File: config.mk
export PLATFORM = sky130hd
export DESIGN_NAME = mem_sched
export DESIGN_NICKNAME = d
export VERILOG_FILES = /design/src/rtl/mem_sched_pkg.sv /design/src/rtl/mem_sched_arb.sv /design/src/rtl/mem_sched.sv
export SDC_FILE = /design/constraint.sdc
export NUM_CORES = 1
export LEC_CHECK = 0
export ABC_AREA = 1
export BUFFER_PORTS_ARGS = -buffer_cell sky130_fd_sc_hd__buf_2
export CAP_MARGIN = 0
export CORE_ASPECT_RATIO = 2
export CORE_MARGIN = 5
export CORE_UTILIZATION = 30
export CTS_CLUSTER_SIZE = 10
export DETAILED_ROUTE_END_ITERATION = 10
export PLACE_DENSITY = 0.67
export SLEW_MARGIN = 20
export SYNTH_ARGS = -nofsm -noshare
export SYNTH_HDL_FRONTEND = slang
export SYNTH_SLANG_ARGS = --single-unit
File: constraint.sdc
create_clock -name clk -period 2.5 [get_ports clk]
set_input_delay 0.125 -clock clk [delete_from_list [all_inputs] [get_ports clk]]
set_output_delay 0.125 -clock clk [all_outputs]
set_load 0.005 [all_outputs]
File: src/rtl/mem_sched_pkg.sv
// Shared types and constants for the three-requester RAM slot scheduler.
package mem_sched_pkg;

  localparam int ADDR_W = 19;
  localparam int DATA_W = 8;

  localparam logic [1:0] PHASE_0 = 2'd0;
  localparam logic [1:0] PHASE_1 = 2'd1;
  localparam logic [1:0] PHASE_2 = 2'd2;
  localparam logic [1:0] PHASE_3 = 2'd3;

  typedef enum logic [1:0] {
    NONE = 2'd0,
    CPU  = 2'd1,
    LCD  = 2'd2,
    HOST = 2'd3
  } req_id_e;

endpackage

File: src/rtl/mem_sched_arb.sv
// Slot arbiter: picks the owner of each two-phase slot and tracks host starvation.
module mem_sched_arb
  import mem_sched_pkg::*;
#(
  parameter int STARVE_LIMIT = 16
) (
  input  logic    clk,
  input  logic    rst,
  input  logic    decide,
  input  logic    slot_b,
  input  logic    cpu_req,
  input  logic    lcd_req,
  input  logic    host_req,
  input  req_id_e mask,
  output req_id_e grant_next,
  output req_id_e grant
);

  localparam int CW = $clog2(STARVE_LIMIT + 1);

  req_id_e       grant_q, grant_d;
  logic [CW-1:0] starve_q, starve_d;
  logic          cpu_eff, lcd_eff, host_eff;

  // A requester finishing at this edge is hidden so a held req does not re-issue at once.
  always_comb begin
    cpu_eff  = cpu_req  && (mask != CPU);
    lcd_eff  = lcd_req  && (mask != LCD);
    host_eff = host_req && (mask != HOST);
    grant_d  = grant_q;
    starve_d = starve_q;
    if (decide) begin
      grant_d = NONE;
      if (!slot_b) begin
        if (host_eff && (starve_q == CW'(STARVE_LIMIT))) grant_d = HOST;
        else if (cpu_eff)                                 grant_d = CPU;
        else if (host_eff)                                grant_d = HOST;
      end else begin
        if (lcd_eff)       grant_d = LCD;
        else if (host_eff) grant_d = HOST;
      end
      if (grant_d == HOST)
        starve_d = '0;
      else if (host_eff && (starve_q != CW'(STARVE_LIMIT)))
        starve_d = starve_q + CW'(1);
    end
  end

  // Grant and starvation count only change at slot boundaries.
  always_ff @(posedge clk) begin
    if (rst) begin
      grant_q  <= NONE;
      starve_q <= '0;
    end else begin
      grant_q  <= grant_d;
      starve_q <= starve_d;
    end
  end

  assign grant_next = grant_d;
  assign grant      = grant_q;

endmodule

File: src/rtl/mem_sched.sv
// Time-sliced SRAM scheduler: slot A (phases 0-1) for the CPU, slot B (phases 2-3)
// for the LCD fetch, with the host filling idle slots or forced in when starved.
module mem_sched
  import mem_sched_pkg::*;
#(
  parameter int STARVE_LIMIT = 16
) (
  input  logic                clk,
  input  logic                rst,
  input  logic                cpu_req,
  input  logic                cpu_we,
  input  logic [ADDR_W-1:0]   cpu_addr,
  input  logic [DATA_W-1:0]   cpu_wdata,
  output logic [DATA_W-1:0]   cpu_rdata,
  output logic                cpu_ack,
  input  logic                lcd_req,
  input  logic [ADDR_W-1:0]   lcd_addr,
  output logic [DATA_W-1:0]   lcd_rdata,
  output logic                lcd_ack,
  input  logic                host_req,
  input  logic                host_we,
  input  logic [ADDR_W-1:0]   host_addr,
  input  logic [DATA_W-1:0]   host_wdata,
  output logic [DATA_W-1:0]   host_rdata,
  output logic                host_ack,
  output logic [ADDR_W-1:0]   ram_a,
  output logic [DATA_W-1:0]   ram_di,
  input  logic [DATA_W-1:0]   ram_do,
  output logic                ram_ce_n,
  output logic                ram_oe_n,
  output logic                ram_we_n,
  output logic [1:0]          phase
);

  logic [1:0]        phase_q, phase_d;
  logic              first_q;
  logic              acc_we_q, acc_we_d;
  logic [ADDR_W-1:0] ram_a_q, ram_a_d;
  logic [DATA_W-1:0] ram_di_q, ram_di_d;
  logic              ram_ce_n_q, ram_ce_n_d;
  logic              ram_oe_n_q, ram_oe_n_d;
  logic              ram_we_n_q, ram_we_n_d;
  logic [DATA_W-1:0] cpu_rdata_q, cpu_rdata_d;
  logic [DATA_W-1:0] lcd_rdata_q, lcd_rdata_d;
  logic [DATA_W-1:0] host_rdata_q, host_rdata_d;
  logic              cpu_ack_q, cpu_ack_d;
  logic              lcd_ack_q, lcd_ack_d;
  logic              host_ack_q, host_ack_d;
  logic              decide, slot_b, complete;
  req_id_e           mask, grant_next, grant;

  // The first edge after reset re-enters phase 0 so it carries a grant decision.
  assign phase_d  = first_q ? PHASE_0 : phase_q + 2'd1;
  assign decide   = ~phase_d[0];
  assign slot_b   = (phase_d == PHASE_2);
  assign complete = !first_q && phase_q[0] && (grant != NONE);
  assign mask     = complete ? grant : NONE;

  mem_sched_arb #(
    .STARVE_LIMIT(STARVE_LIMIT)
  ) u_arb (
    .clk        (clk),
    .rst        (rst),
    .decide     (decide),
    .slot_b     (slot_b),
    .cpu_req    (cpu_req),
    .lcd_req    (lcd_req),
    .host_req   (host_req),
    .mask       (mask),
    .grant_next (grant_next),
    .grant      (grant)
  );

  // Strobe sequencing: close the finishing access, pulse the write, then launch the new grant.
  always_comb begin
    acc_we_d     = acc_we_q;
    ram_a_d      = ram_a_q;
    ram_di_d     = ram_di_q;
    ram_ce_n_d   = ram_ce_n_q;
    ram_oe_n_d   = ram_oe_n_q;
    ram_we_n_d   = ram_we_n_q;
    cpu_rdata_d  = cpu_rdata_q;
    lcd_rdata_d  = lcd_rdata_q;
    host_rdata_d = host_rdata_q;
    cpu_ack_d    = 1'b0;
    lcd_ack_d    = 1'b0;
    host_ack_d   = 1'b0;

    if (complete) begin
      ram_we_n_d = 1'b1;
      ram_ce_n_d = 1'b1;
      ram_oe_n_d = 1'b1;
      case (grant)
        CPU: begin
          cpu_ack_d = 1'b1;
          if (!acc_we_q) cpu_rdata_d = ram_do;
        end
        LCD: begin
          lcd_ack_d = 1'b1;
          if (!acc_we_q) lcd_rdata_d = ram_do;
        end
        HOST: begin
          host_ack_d = 1'b1;
          if (!acc_we_q) host_rdata_d = ram_do;
        end
        default: ;
      endcase
    end else if (!first_q && !phase_q[0] && (grant != NONE)) begin
      ram_we_n_d = ~acc_we_q;
    end

    if (decide && (grant_next != NONE)) begin
      ram_ce_n_d = 1'b0;
      ram_we_n_d = 1'b1;
      case (grant_next)
        CPU: begin
          ram_a_d    = cpu_addr;
          ram_di_d   = cpu_wdata;
          ram_oe_n_d = cpu_we;
          acc_we_d   = cpu_we;
        end
        LCD: begin
          ram_a_d    = lcd_addr;
          ram_oe_n_d = 1'b0;
          acc_we_d   = 1'b0;
        end
        HOST: begin
          ram_a_d    = host_addr;
          ram_di_d   = host_wdata;
          ram_oe_n_d = host_we;
          acc_we_d   = host_we;
        end
        default: ;
      endcase
    end
  end

  // All outputs come straight from these flops; reset aborts any access in flight.
  always_ff @(posedge clk) begin
    if (rst) begin
      phase_q      <= PHASE_0;
      first_q      <= 1'b1;
      acc_we_q     <= 1'b0;
      ram_a_q      <= '0;
      ram_di_q     <= '0;
      ram_ce_n_q   <= 1'b1;
      ram_oe_n_q   <= 1'b1;
      ram_we_n_q   <= 1'b1;
      cpu_rdata_q  <= '0;
      lcd_rdata_q  <= '0;
      host_rdata_q <= '0;
      cpu_ack_q    <= 1'b0;
      lcd_ack_q    <= 1'b0;
      host_ack_q   <= 1'b0;
    end else begin
      phase_q      <= phase_d;
      first_q      <= 1'b0;
      acc_we_q     <= acc_we_d;
      ram_a_q      <= ram_a_d;
      ram_di_q     <= ram_di_d;
      ram_ce_n_q   <= ram_ce_n_d;
      ram_oe_n_q   <= ram_oe_n_d;
      ram_we_n_q   <= ram_we_n_d;
      cpu_rdata_q  <= cpu_rdata_d;
      lcd_rdata_q  <= lcd_rdata_d;
      host_rdata_q <= host_rdata_d;
      cpu_ack_q    <= cpu_ack_d;
      lcd_ack_q    <= lcd_ack_d;
      host_ack_q   <= host_ack_d;
    end
  end

  assign phase      = phase_q;
  assign ram_a      = ram_a_q;
  assign ram_di     = ram_di_q;
  assign ram_ce_n   = ram_ce_n_q;
  assign ram_oe_n   = ram_oe_n_q;
  assign ram_we_n   = ram_we_n_q;
  assign cpu_rdata  = cpu_rdata_q;
  assign lcd_rdata  = lcd_rdata_q;
  assign host_rdata = host_rdata_q;
  assign cpu_ack    = cpu_ack_q;
  assign lcd_ack    = lcd_ack_q;
  assign host_ack   = host_ack_q;

endmodule

==> impl_metrics.py, run 1 <==
metrics = {
    "outcome": {
        "status": "finished clean",
    },
    "timing": {
        "finalWorstPathRequiredPeriod_ns": 2.03,
        "tightest_slew_ns": 0.435,
        "final_max_slew_viol_count": 0,
        "fin_skew_ns": 0.00971,
        "finalSetupViolCount": 0,
        "tns_ns": 0,
        "max_freq_mhz": 492,
        "max_slew_margin": 0.709,
        "rsz0062_at_grt": "no",
        "finalCritPeriodShare": 0.813,
        "hold_viol": 0,
    },
    "finish": {
        "multi_input_area_sq_um": 1700,
        "seq_area_sq_um": 1360,
        "diodes": 0,
        "syn_to_final_growth_pct": 32.5,
        "fill_cells": 1196,
        "drive_above_1_share": 0.322,
        "final_cells": 766,
        "fin_nets": 710,
    },
    "detailed_routing": {
        "detail-route-antenna-nets": 0,
        "drtPass1Iterations": 7,
        "drt-vias-per-instance": 4.67,
        "drt-total-wl_mm": 10.5,
        "wl_per_cell_um": 13.7,
        "drc": 0,
        "vias": 3581,
        "drt_iter0_drc": 150,
    },
    "global_route": {
        "grt_max_degree": 43,
        "groute.usage.overall": 0.155,
        "grt_pass1_vias": 3512,
        "antenna_found_initial": 0,
        "grt_pass1_wl_mm": 16.8,
        "grt-ovfl-total": 0,
    },
    "floorplanning": {
        "die_area_sq_um": 13600,
        "num_rows": 55,
        "num_io_pins": 147,
        "fp.dieH_um": 160,
        "fp.dieW_um": 85.1,
        "start_util": 0.301,
        "core_sq_um": 11200,
    },
    "clock_tree": {
        "post-cts-setup-buffer-count": 0,
        "cts_inserted_buffers": 9,
        "cts.clk_slew.worst_paths_ns": 0.05,
        "clock_latency_ns": 0.33,
        "cts.sinks": 68,
        "cts_buffer_depth": 2,
        "cts-root-buf": "clkbuf_16",
        "h-tree-depth": 3,
        "cts_tree": "done",
        "cts_hold_buf": 0,
        "cts_resized": 0,
    },
    "placed_design": {
        "dpl.hpwl_mm": 8.06,
        "place_inst": 751,
        "gp_congestion": 0.868,
        "port-buffer-count": 146,
    },
    "synthesis": {
        "yosys.area.top_type": "dfxtp_1",
        "synth.avg_cell_area_sq_um": 7.03,
        "synth.distinct_cells": 27,
        "ys_ff_latch": 68,
        "yosysTopAreaCellShare": 0.403,
        "synth.area.top_cells": "dfxtp_1, nand2_1, nand3_1, a21oi_1, o21ai_0",
        "async_flop_share": 0,
        "synthTopCellsByCount": "nand2_1, dfxtp_1, nand3_1, nor2_1",
        "synth_edf_count": 0,
        "synth_nets": 571,
        "ys_seq_area_frac": 0.403,
        "yosys_warnings": 0,
        "synth_most_common_cell": "nand2_1",
        "synthFlopType": "dfxtp_1",
        "synthCells": 481,
        "synth_area_sq_um": 3380,
    },
    "hold_path": {
        "hp-class": "in2reg",
        "holdPathStages": 3,
    },
    "setup_path": {
        "cp-end-kind": "register",
        "reg2reg_depth": 12,
        "critPathLaunchType": "register",
        "cp_max_fo": 24,
        "required_ns": 2.70,
        "worstPathArrival_ns": 2.23,
        "worst-setup-path-type": "reg2reg",
    },
    "power": {
        "ir_drop_uv": 385,
        "power.leakage_nw": 2.25,
        "power.density_nw_per_um2": 633,
    },
    "flow_run": {
        "cap_viol_max_count": 0,
    },
}
[cell families (layout without fill, tap and decap cells)]
family	after synthesis	in the layout	share of synthesized area
AND/OR/NAND/NOR	260	260	0.372
AO/OA/AOI/OAI	78	78	0.116
buffers and inverters	70	213	0.0940
flip-flops	68	68	0.403
XOR/XNOR	3	3	0.00778
adder cells (fa/ha/maj)	2	2	0.00740
[worst paths after layout]
check / startpoint / slack (ns) / end
setup / recovery: u_arb.starve_q[0] / 0.47 / ram_di[0]
hold / removal: ram_do[2] / 0.08 / lcd_rdata[2]
setup reg to reg: u_arb.starve_q[0] / 0.47 / ram_di[0]
hold reg to reg: cpu_rdata[0] / 0.44 / cpu_rdata[0]
[final cells by class]
class	instances	area share
Sequential cell	68	0.304
Timing Repair Buffer	154	0.179
Clock inverter	4	0.00587
Tap cell	142	0.0397
Multi-Input combinational cell	343	0.380
Clock buffer	11	0.0542
Inverter	44	0.0369
[stage by stage]
step	util	hold slack (ns)	power, W	area [sq um]	worst slack, ns
global placement	0.375	0.423	0.00171	4210	0.514
detailed placement	0.375	0.427	0.00172	4210	0.454
CTS	0.399	0.0763	0.00287	4480	0.428
global route	0.399	0.0781	0.00299	4480	0.143
finish	0.399	0.0843	0.00284	4480	0.468
floorplan	-	0.153	0.00151	3380	0.842
[report_power, final]
part | internal (W) | switching [W]
Combinational | 0.000193 | 0.000304
Sequential | 0.00115 | 0.0000376
Clock | 0.000690 | 0.000460
Total | 0.00203 | 0.000802
[flip-flops by register name (all words and copies together), names as in the netlist, 2 cells and up]
signal,count
cpu_rdata,8
host_rdata,8
lcd_rdata,8
phase,2
ram_a,19
ram_di,8
u_arb.grant,2
u_arb.starve_q,5
[placed cells by master, fill, tap and decap left out, types with 9 or more instances in the layout]
cell	count
nand2_1	107
nand3_1	68
inv_1	39
nor2_1	46
buf_2	146
clkbuf_16	9
a21oi_1	39
o21ai_0	35
nand3_2	10
dfxtp_1	68
[worst max-delay path, cell delays in order, from the launching register on]
cell	delay, ns
dfxtp_1	0.37
inv_1	0.07
ha_1	0.19
nand2_1	0.06
inv_1	0.04
nand2_1	0.08
nand4_2	0.14
nand3_4	0.15
nand2_4	0.16
inv_2	0.39
nand2_1	0.10
nand2_1	0.09
a21oi_1	0.05
[routing by layer]
layer	wire length (um)	up-vias	GRT usage
met1	3790	1593	0.159
met5	0	-	0
li1	-	1840	-
met3	729	25	0.0449
met4	387	0	0.0749
met2	5600	123	0.279
Power figures use the tool's default switching activity.
==> inputs of run 2 (changes only) <==
==> constraint.sdc (replaced) <==
create_clock -name clk -period 2 [get_ports clk]
set_input_delay 0.1 -clock clk [delete_from_list [all_inputs] [get_ports clk]]
set_output_delay 0.1 -clock clk [all_outputs]
set_load 0.005 [all_outputs]
==> run 2 against run 1 <==
  * Clock skew down 0.0026 ns
  * Combinational power up 30%
  * First-iteration DRC count down 8.0%
  * Die area unchanged
  * Global-route usage up 0.31 points
  * Routed wire length up 2.5%
  * Critical path type unchanged
  * Sequential share of layout area down 0.46 points
  * Clock power up 22%
  * Non-clock buffer count up 5
  * Sequential power up 24%
==> impl_metrics.py, run 2 (synthesis gave the netlist of run 1 again) <==
metrics = {
    "floorplanning": {
        "core_sq_um": 11200,
        "die_area_sq_um": 13600,
        "fp.dieW_um": 85.1,
        "fp.dieH_um": 160,
        "num_rows": 55,
        "num_io_pins": 147,
        "start_util": 0.301,
    },
    "timing": {
        "finalSetupViolCount": 0,
        "fin_skew_ns": 0.00708,
        "worst_slack_ns": 0.185,
        "final_max_slew_viol_count": 0,
        "finalCritPeriodShare": 0.908,
        "tightest_slew_ns": 0.609,
        "rsz0062_at_grt": "no",
        "tns_ns": 0,
        "finalWorstPathRequiredPeriod_ns": 1.82,
        "fin_hold_ws_ns": 0.0655,
        "max_slew_margin": 0.593,
        "hold_viol": 0,
        "max_freq_mhz": 551,
    },
    "placed_design": {
        "dpl-instance-area_sq_um": 4250,
        "port-buffer-count": 146,
        "dpl.hpwl_mm": 8.20,
        "place_inst": 755,
        "gp_congestion": 0.865,
        "dp_slack_ns": 0.0451,
    },
    "setup_path": {
        "critPathLaunchType": "register",
        "required_ns": 2.22,
        "cp-end-kind": "register",
        "worstPathArrival_ns": 2.03,
        "cp_max_fo": 37,
        "worst-setup-path-type": "reg2reg",
    },
    "global_route": {
        "grt-ovfl-total": 0,
        "grt_max_degree": 43,
        "antenna_found_initial": 1,
        "grt_pass1_wl_mm": 17.1,
        "groute.usage.overall": 0.158,
        "grt_pass1_vias": 3468,
    },
    "finish": {
        "final_cell_area_sq_um": 4550,
        "drive_above_1_share": 0.327,
        "syn_to_final_growth_pct": 34.5,
        "largest_reg_flops": 19,
        "fin_nets": 715,
        "final_cells": 773,
        "final_common_cell": "buf_2",
        "final_cell_mix": "buf_2, nand2_1, nand3_1, dfxtp_1, nor2_1",
    },
    "clock_tree": {
        "cts_inserted_buffers": 9,
        "h-tree-depth": 3,
        "cts_buffer_depth": 2,
        "cts-root-buf": "clkbuf_16",
        "cts_tree": "done",
        "clock_latency_ns": 0.33,
        "cts.sinks": 68,
        "cts_hold_buf": 0,
        "cts.clk_slew.worst_paths_ns": 0.06,
    },
    "detailed_routing": {
        "drtPass1Iterations": 4,
        "drt_iter0_drc": 138,
        "detail-route-antenna-nets": 0,
        "drc": 0,
        "drt-vias-per-instance": 4.71,
        "vias": 3637,
        "wl_per_cell_um": 13.9,
        "drt-total-wl_mm": 10.8,
    },
    "power": {
        "ir_drop_uv": 463,
        "power.leakage_nw": 2.29,
        "power.density_nw_per_um2": 777,
    },
    "flow_run": {
        "cap_viol_max_count": 0,
    },
    "hold_path": {
        "hp-class": "in2reg",
    },
    "outcome": {
        "status": "finished clean",
    },
}
==> run 2: cell type report <==
type	instances	area, sq um
antenna	1	2.50
clock buffer	11	233
clock inverter	5	28.8
fill	1228	6670
inverter	44	168
multi-input combinational	343	1710
sequential	68	1360
tap	142	178
timing repair buffer	159	866
==> run 2: power breakdown <==
part	switching [W]	total, W	internal, W
clock network	0.000571	0.00140	0.000832
logic	0.000389	0.000648	0.000259
registers	0.0000439	0.00148	0.00144
==> run 2: per-stage QoR <==
stage                     power, W   util
after floorplan            0.00189      -
after global placement     0.00215  0.379
after detailed placement   0.00216  0.379
after CTS                  0.00358  0.402
after global routing       0.00374  0.405
final                      0.00353  0.405
==> run 2: critical path, stage by stage, from the launching register on <==
cell     delay (ns)
dfxtp_1        0.37
inv_1          0.07
ha_1           0.19
nand2_1        0.06
inv_1          0.03
nand2_1        0.08
nand4_2        0.14
nand3_4        0.14
nand2_4        0.12
buf_12         0.20
nand3_1        0.09
nand2_1        0.06
nor2_1         0.10
nor2_1         0.05
==> run 2: routing by layer <==
metal	GRT usage	part of all wire	vias up
li1	-	-	1854
met1	0.171	0.37	1628
met2	0.274	0.53	129
met3	0.0367	0.057	26
met4	0.0893	0.041	0
met5	0	0	-
==> run 2: final timing paths <==
| check | startpoint | endpoint | slack (ns) | cells after the start |
|---|---|---|---|---|
| max | u_arb.starve_q[0] | ram_a[11] | 0.18 | 13 |
| min | cpu_addr[2] | ram_a[2] | 0.07 | 5 |
| max reg2reg | u_arb.starve_q[0] | ram_a[11] | 0.18 | 13 |
| min reg2reg | cpu_rdata[4] | cpu_rdata[4] | 0.44 | 2 |
==> run 2: timing repair <==
| item | in CTS | in global routing |
|---|---|---|
| setup buffers | 0 | 1 |
| setup endpoints to repair | 0 | 28 |
| resized for setup | 0 | 3 |
